--- config.mk ---
export PLATFORM = sky130hd
export DESIGN_NAME = window_gen_3x3
export DESIGN_NICKNAME = d
export VERILOG_FILES = /design/src/rtl/window_gen_3x3.sv
export SDC_FILE = /design/constraint.sdc
export NUM_CORES = 1
export LEC_CHECK = 0
export CORE_MARGIN = 2
export CORE_UTILIZATION = 50
export CTS_BUF_LIST = sky130_fd_sc_hd__clkbuf_8 sky130_fd_sc_hd__clkbuf_16
export DETAILED_ROUTE_END_ITERATION = 7
export GPL_ROUTABILITY_DRIVEN = 0
export PLACE_DENSITY = 0.78
export SYNTH_ARGS = -nofsm -noshare
export SYNTH_HDL_FRONTEND = slang
export SYNTH_SLANG_ARGS = --single-unit
--- constraint.sdc ---
create_clock -name clk -period 4.3 [get_ports clk]
set_input_delay 0.86 -clock clk [delete_from_list [all_inputs] [get_ports clk]]
set_output_delay 0.86 -clock clk [all_outputs]
set_load 0.02 [all_outputs]
--- src/rtl/window_gen_3x3.sv ---
// Turns a raster pixel stream into packed 3x3 interior windows, using two line buffers.
// Latency is 1 cycle from an accepted pixel; there is no backpressure. Optional WINDOW_LAST_EN adds o_last_window.
module window_gen_3x3 #(
  parameter int IMG_WIDTH  = 8,
  parameter int IMG_HEIGHT = 8
) (
  input  logic        clk,
  input  logic        reset,
  input  logic [3:0]  i_pixel,
  input  logic        i_pixel_valid,
  output logic [35:0] o_window,
  output logic        o_window_valid
`ifdef WINDOW_LAST_EN
  ,
  output logic        o_last_window
`endif
);

  localparam int CW = $clog2(IMG_WIDTH);
  localparam int RW = $clog2(IMG_HEIGHT);
  localparam logic [CW-1:0] COL_LAST = CW'(IMG_WIDTH - 1);
  localparam logic [RW-1:0] ROW_LAST = RW'(IMG_HEIGHT - 1);
  localparam logic [CW-1:0] COL_TWO  = CW'(2);
  localparam logic [RW-1:0] ROW_TWO  = RW'(2);

  logic [CW-1:0] col;
  logic [RW-1:0] row;
  logic [3:0]    lb1 [IMG_WIDTH];
  logic [3:0]    lb2 [IMG_WIDTH];
  logic [3:0]    win [3][3];
  logic [3:0]    lb1_rd;
  logic [3:0]    lb2_rd;
  logic          col_end;
  logic          row_end;
  logic          interior;

  assign lb1_rd   = lb1[col];
  assign lb2_rd   = lb2[col];
  assign col_end  = (col == COL_LAST);
  assign row_end  = (row == ROW_LAST);
  assign interior = (row >= ROW_TWO) && (col >= COL_TWO);

  always_ff @(posedge clk) begin
    if (!reset) begin
      col <= '0;
      row <= '0;
    end else if (i_pixel_valid) begin
      if (col_end) begin
        col <= '0;
        row <= row_end ? '0 : row + 1'b1;
      end else begin
        col <= col + 1'b1;
      end
    end
  end

  // Line buffers are never cleared: stale contents are masked by the interior gating.
  always_ff @(posedge clk) begin
    if (reset && i_pixel_valid) begin
      lb2[col] <= lb1_rd;
      lb1[col] <= i_pixel;
    end
  end

  always_ff @(posedge clk) begin
    if (!reset) begin
      for (int r = 0; r < 3; r++) begin
        for (int c = 0; c < 3; c++) begin
          win[r][c] <= '0;
        end
      end
    end else if (i_pixel_valid) begin
      for (int r = 0; r < 3; r++) begin
        win[r][0] <= win[r][1];
        win[r][1] <= win[r][2];
      end
      win[0][2] <= lb2_rd;
      win[1][2] <= lb1_rd;
      win[2][2] <= i_pixel;
    end
  end

  always_comb begin
    o_window = '0;
    for (int k = 0; k < 9; k++) begin
      o_window[4*k +: 4] = win[k/3][k%3];
    end
  end

  always_ff @(posedge clk) begin
    if (!reset) begin
      o_window_valid <= 1'b0;
    end else begin
      o_window_valid <= i_pixel_valid && interior;
    end
  end

`ifdef WINDOW_LAST_EN
  always_ff @(posedge clk) begin
    if (!reset) begin
      o_last_window <= 1'b0;
    end else begin
      o_last_window <= i_pixel_valid && row_end && col_end;
    end
  end
`endif

endmodule
==> Yosys cells after proc, flatten, opt, wreduce, memory -nomap -nowiden <==
Memories as Yosys holds them, arrays and structs flattened. A register that Yosys moved wholly into a read port is not among the register bits.
Cells that the tools add are included.
{ "word_totals": {"inputBits": 7, "memories": 3, "register_bits": 7, "output_inout_bits": 37, "mem_bits_rw": 100} }
{ "op_classes": {"n_eq_ne": 2, "add_sub_neg": 2, "order_cmp": 2, "mux": 21, "bitwise_logic": 9, "reduce_logical": 4} }
{ "memory_table": {"columns": ["name", "depth", "width", "rd", "rd_ports_with_merged_regs", "write_ports", "line", "source"], "rows": [
  ["win", 3, 12, 3, 0, 3, "30", "logic [3:0] win [3][3];"],
  ["lb1", 8, 4, 1, 1, 1, "28", "logic [3:0] lb1 [IMG_WIDTH];"],
  ["lb2", 8, 4, 1, 1, 1, "29", "logic [3:0] lb2 [IMG_WIDTH];"]
]} }
{ "ops": {"columns": ["op", "n"], "rows": [
  ["$mux 4", 9],
  ["$mux 3", 6],
  ["$or 1x1->1", 9],
  ["$add 3x1->3 const B", 2],
  ["$eq 3x3->1 const B", 2],
  ["$ge 3x2->1 const B", 2],
  ["$mux 1", 6],
  ["$logic_and 1x1->1", 3],
  ["$reduce_and 2->1", 1]
]} }

==> Depth between registers and ports, before layout <==
{ "logic_depth": {"ltp_word": 4, "mapped_depth": 5, "ltp_nobuf": 5} }

==> Worst setup path before layout <==
No wires, ideal clock.
{ "synth_timing": {"kind": "input to register", "start": "in reset", "end": "mem lb1[0][0] (enable)", "setup_time_ns": 0.395, "slack_ns": 1.880, "required_time_ns": 3.905, "path_buffers": 1, "stages": 3, "arrival_time_ns": 2.025, "cell_sequence": "nand2_1 -> buf_1 -> nor4_1"} }
{ "synth_via": {"elab_chain_cells": 3} }
{ "synth_lines": {"columns": ["element", "line", "source"], "rows": [
  ["start: declaration", "8", "input logic reset,"],
  ["$logic_and 1x1->1", "59", "if (reset && i_pixel_valid) begin"],
  ["$mux 1", "59", null],
  ["$mux 1 (not written as such)", "61", "lb1[col] <= i_pixel;"],
  ["end: declaration", "28", null]
]} }
No other way between the ends.

==> parameters.txt <==
Parameter                              Value

STA
  Slew headroom ... 0.382
  Count of final max-slew check failures ... 0
  RSZ-0062 raised after global routing ... no
  Transition at the pin with the smallest max-transition slack ... 0.926 ns
  Ratio of final minimum period to clock period ... 0.609
  Final-report setup violation count ... 0
  Number of endpoints with negative hold slack in the final report ... 0
  Max Freq ... 0.382 GHz
  Min Tclk post-route ... 2.62 ns
  Layout Skew ... 0.0132 ns
  Final setup TNS ... 0 ns
  Hold WS ... 0.503 ns

Clock network
  Bufs on Longest Clock Path ... 2
  Total setup buffers inserted after CTS ... 0
  Number of buffers added by the clock tree synthesis step ... 9
  Latest clock arrival within the worst-skew pair ... 0.36 ns
  Reg clk slew, reported paths ... 0.10 ns
  H-tree level count ... 3
  CTS Root Buffer Type ... sky130_fd_sc_hd__clkbuf_8
  TritonCTS clock tree ... built
  Number of buffers inserted for hold repair after clock tree synthesis ... 0
  Number of instances resized during post-cts repair ... 0
  Number of clock sinks ... 110

Floorplan
  Vert. Die Dim ... 97.2 um
  Placeable Area ... 8590 um^2
  Die width ... 97.2 um
  Initial core utilization ... 0.506
  Area enclosed by the die boundary ... 9450 um^2
  Number of rows in the core area ... 34
  Io pins ... 44

Power
  Share of power burned in the clock network ... 0.287
  Register share of total power ... 0.608
  Leakage power ... 1.86 nW
  Fraction of power spent switching nets ... 0.232
  Cell internal pwr ... 1.57 mW
  Total power density per cell area ... 400 nW/um^2
  Worst IR drop on VDD ... 0.250 mV
  Total Power ... 2.04 mW
  Net switching power of the design ... 473 uW
  Share of total power in combinational logic ... 0.105

Routing
  DRC violations left ... 0
  Total wire length after detailed routing ... 8080 um
  Number of nets still failing antenna checks after routing ... 0
  First-iteration detailed-routing DRC count ... 188
  Mean routed wirelength per cell ... 19.0 um
  Total number of vias ... 2372
  Avg Vias per Cell ... 5.57
  Number of detailed-route iterations in the first pass ... 4

Yosys
  Register area share after synthesis ... 0.737
  Synthesized net count ... 275
  Cell area after synthesis ... 4350 um^2
  Number of instances in the synthesized netlist ... 262
  Total of warnings raised by yosys ... 0
  Synth Register Bits ... 110
  Number of different library cells in the post-synthesis netlist ... 29
  Average instance area after synthesis ... 16.6 um^2

Worst setup path
  Worst Path Required ... 4.52 ns
  CP Max Fanout ... 21
  Startpoint Class ... register
  Category of the most critical setup path ... register to register
  Type of element capturing the critical path ... register
  Critical path arrival ... 2.83 ns

Layout
  Area overhead of the layout relative to synthesis ... 17.4%
  Net count reported at finish ... 326
  Proportion of layout cells with a drive suffix above 1 ... 0.179
  Area of all sequential standard cells ... 3200 um^2
  Count of fill cells added during filler insertion ... 628
  Count of antenna diodes in the layout ... 0
  Multi-input combinational cell area ... 1040 um^2

Global routing
  GRT busiest layer ... met2
  Maximum number of pins on one net before global-route repair ... 40
  Met1 demand-to-capacity share in global routing ... 0.231
  Remaining global-route overflow ... 0
  Met3 global-route usage ... 0.0460
  Number of global-route vias before repair ... 2294
  Met2 track demand over resource in global routing ... 0.278
  Wire length of the first global-routing pass ... 12500 um
  Number of antenna violations at the first check in global routing ... 0
  Total GRT Usage ... 0.176

Placed design
  DP Wirelength ... 5630 um
  # port buffers ... 43

Min path
  Worst hold-check path type ... register to register

Status
  Status ... completed

Flow run
  Max Cap Viol ... 0
==> layout make-up <==
class                      instances  share of cell area
sequential                       110               0.628
multi-input combinational        134               0.203
timing repair buffer              55               0.102
clock buffer                      12              0.0324
tap                              108              0.0265
clock inverter                     4             0.00564
inverter                           3             0.00221
==> stage by stage <==
step	utilization	std cells	instance area [um^2]	worst slack, ns
floorplan	-	262	4350	1.88
global route	0.594	426	5100	1.56
detailed placement	0.571	410	4910	1.34
CTS	0.594	426	5100	1.70
global placement	0.571	410	4910	1.50
finish	0.594	426	5100	1.68
==> final timing paths <==
check,startpoint,end,slack [ns],cells after the start
hold / removal,row[2],row[2],0.50,2
setup / recovery,register,lb2[6][2],1.68,4
setup reg to reg,register,lb2[6][2],1.68,4
hold reg to reg,row[2],row[2],0.50,2
==> logic make-up after synthesis <==
kind of cell,share of synthesized area
flops,0.737
simple gates,0.0999
mux,0.0821
compound gates,0.0394
buf+inv,0.0242
fa+ha+maj,0.0173
==> cells in the mapped netlist <==
master / instances / area [um^2]
sky130_fd_sc_hd__a211oi_1: 7 / 52.6
sky130_fd_sc_hd__a21oi_1: 2 / 10.0
sky130_fd_sc_hd__a311oi_1: 1 / 8.76
sky130_fd_sc_hd__and3_1: 28 / 175
sky130_fd_sc_hd__buf_1: 1 / 3.75
sky130_fd_sc_hd__buf_2: 3 / 15.0
sky130_fd_sc_hd__buf_4: 2 / 15.0
sky130_fd_sc_hd__buf_6: 2 / 22.5
sky130_fd_sc_hd__buf_8: 1 / 15.0
sky130_fd_sc_hd__clkbuf_1: 6 / 22.5
sky130_fd_sc_hd__dfxtp_1: 10 / 200
sky130_fd_sc_hd__edfxtp_1: 100 / 3000
sky130_fd_sc_hd__ha_1: 6 / 75.1
sky130_fd_sc_hd__inv_1: 3 / 11.3
sky130_fd_sc_hd__mux2_1: 4 / 45.0
sky130_fd_sc_hd__mux2_2: 13 / 146
sky130_fd_sc_hd__mux2_4: 9 / 135
sky130_fd_sc_hd__mux2i_1: 3 / 30.0
sky130_fd_sc_hd__nand2_1: 6 / 22.5
sky130_fd_sc_hd__nand2b_1: 4 / 25.0
sky130_fd_sc_hd__nand3_1: 2 / 10.0
sky130_fd_sc_hd__nor2_1: 10 / 37.5
sky130_fd_sc_hd__nor2b_1: 6 / 37.5
sky130_fd_sc_hd__nor3_1: 11 / 55.1
sky130_fd_sc_hd__nor3_2: 4 / 40.0
sky130_fd_sc_hd__nor4_1: 4 / 25.0
sky130_fd_sc_hd__o22ai_1: 10 / 62.6
sky130_fd_sc_hd__o22ai_2: 3 / 37.5
sky130_fd_sc_hd__or2_1: 1 / 6.26
==> flip-flops by register name, summed over array words and instances (netlist names), named ones only <==
register,flops
win,36
lb1,32
lb2,32
col,3
row,3
o_window_valid,1
==> per-layer routing <==
metal  part of all wire  vias up
met5                  0        -
met4              0.022        0
met3              0.082       17
met2               0.48      112
met1               0.41     1127
li1                   -     1116
==> worst max-delay path, stage by stage, from the launching register on <==
cell and delay [ns]:
sky130_fd_sc_hd__dfxtp_1 0.94, sky130_fd_sc_hd__buf_4 0.40, sky130_fd_sc_hd__a211oi_1 0.16, sky130_fd_sc_hd__nor3_1 0.69, sky130_fd_sc_hd__buf_4 0.27
==> cells in the final DEF (no fill, tap or decap), drive strengths merged <==
cell	Yosys	routed
o22ai	13	13
nand2b	4	4
nor4	4	4
inv	3	4
nor2	10	10
mux2	26	26
and3	28	28
clkinv	0	3
mux2i	3	3
a211oi	7	7
a21oi	2	2
nand3	2	2
clkdlybuf4s50	0	43
a311oi	1	1
edfxtp	100	100
dfxtp	10	10
nor2b	6	6
nor3	15	15
nand2	6	6
or2	1	1
ha	6	6
clkbuf	6	12
buf	9	12
==> power groups by stage <==
stage	combinational, mW	clock [mW]	sequential [mW]
finish	0.215	0.586	1.24
floorplan	0.0985	0	1.29
global placement	0.211	0	1.26
detailed placement	0.216	0	1.27
global route	0.229	0.642	1.25
CTS	0.216	0.600	1.24
Note: power is estimated with default switching activity, not from simulation.
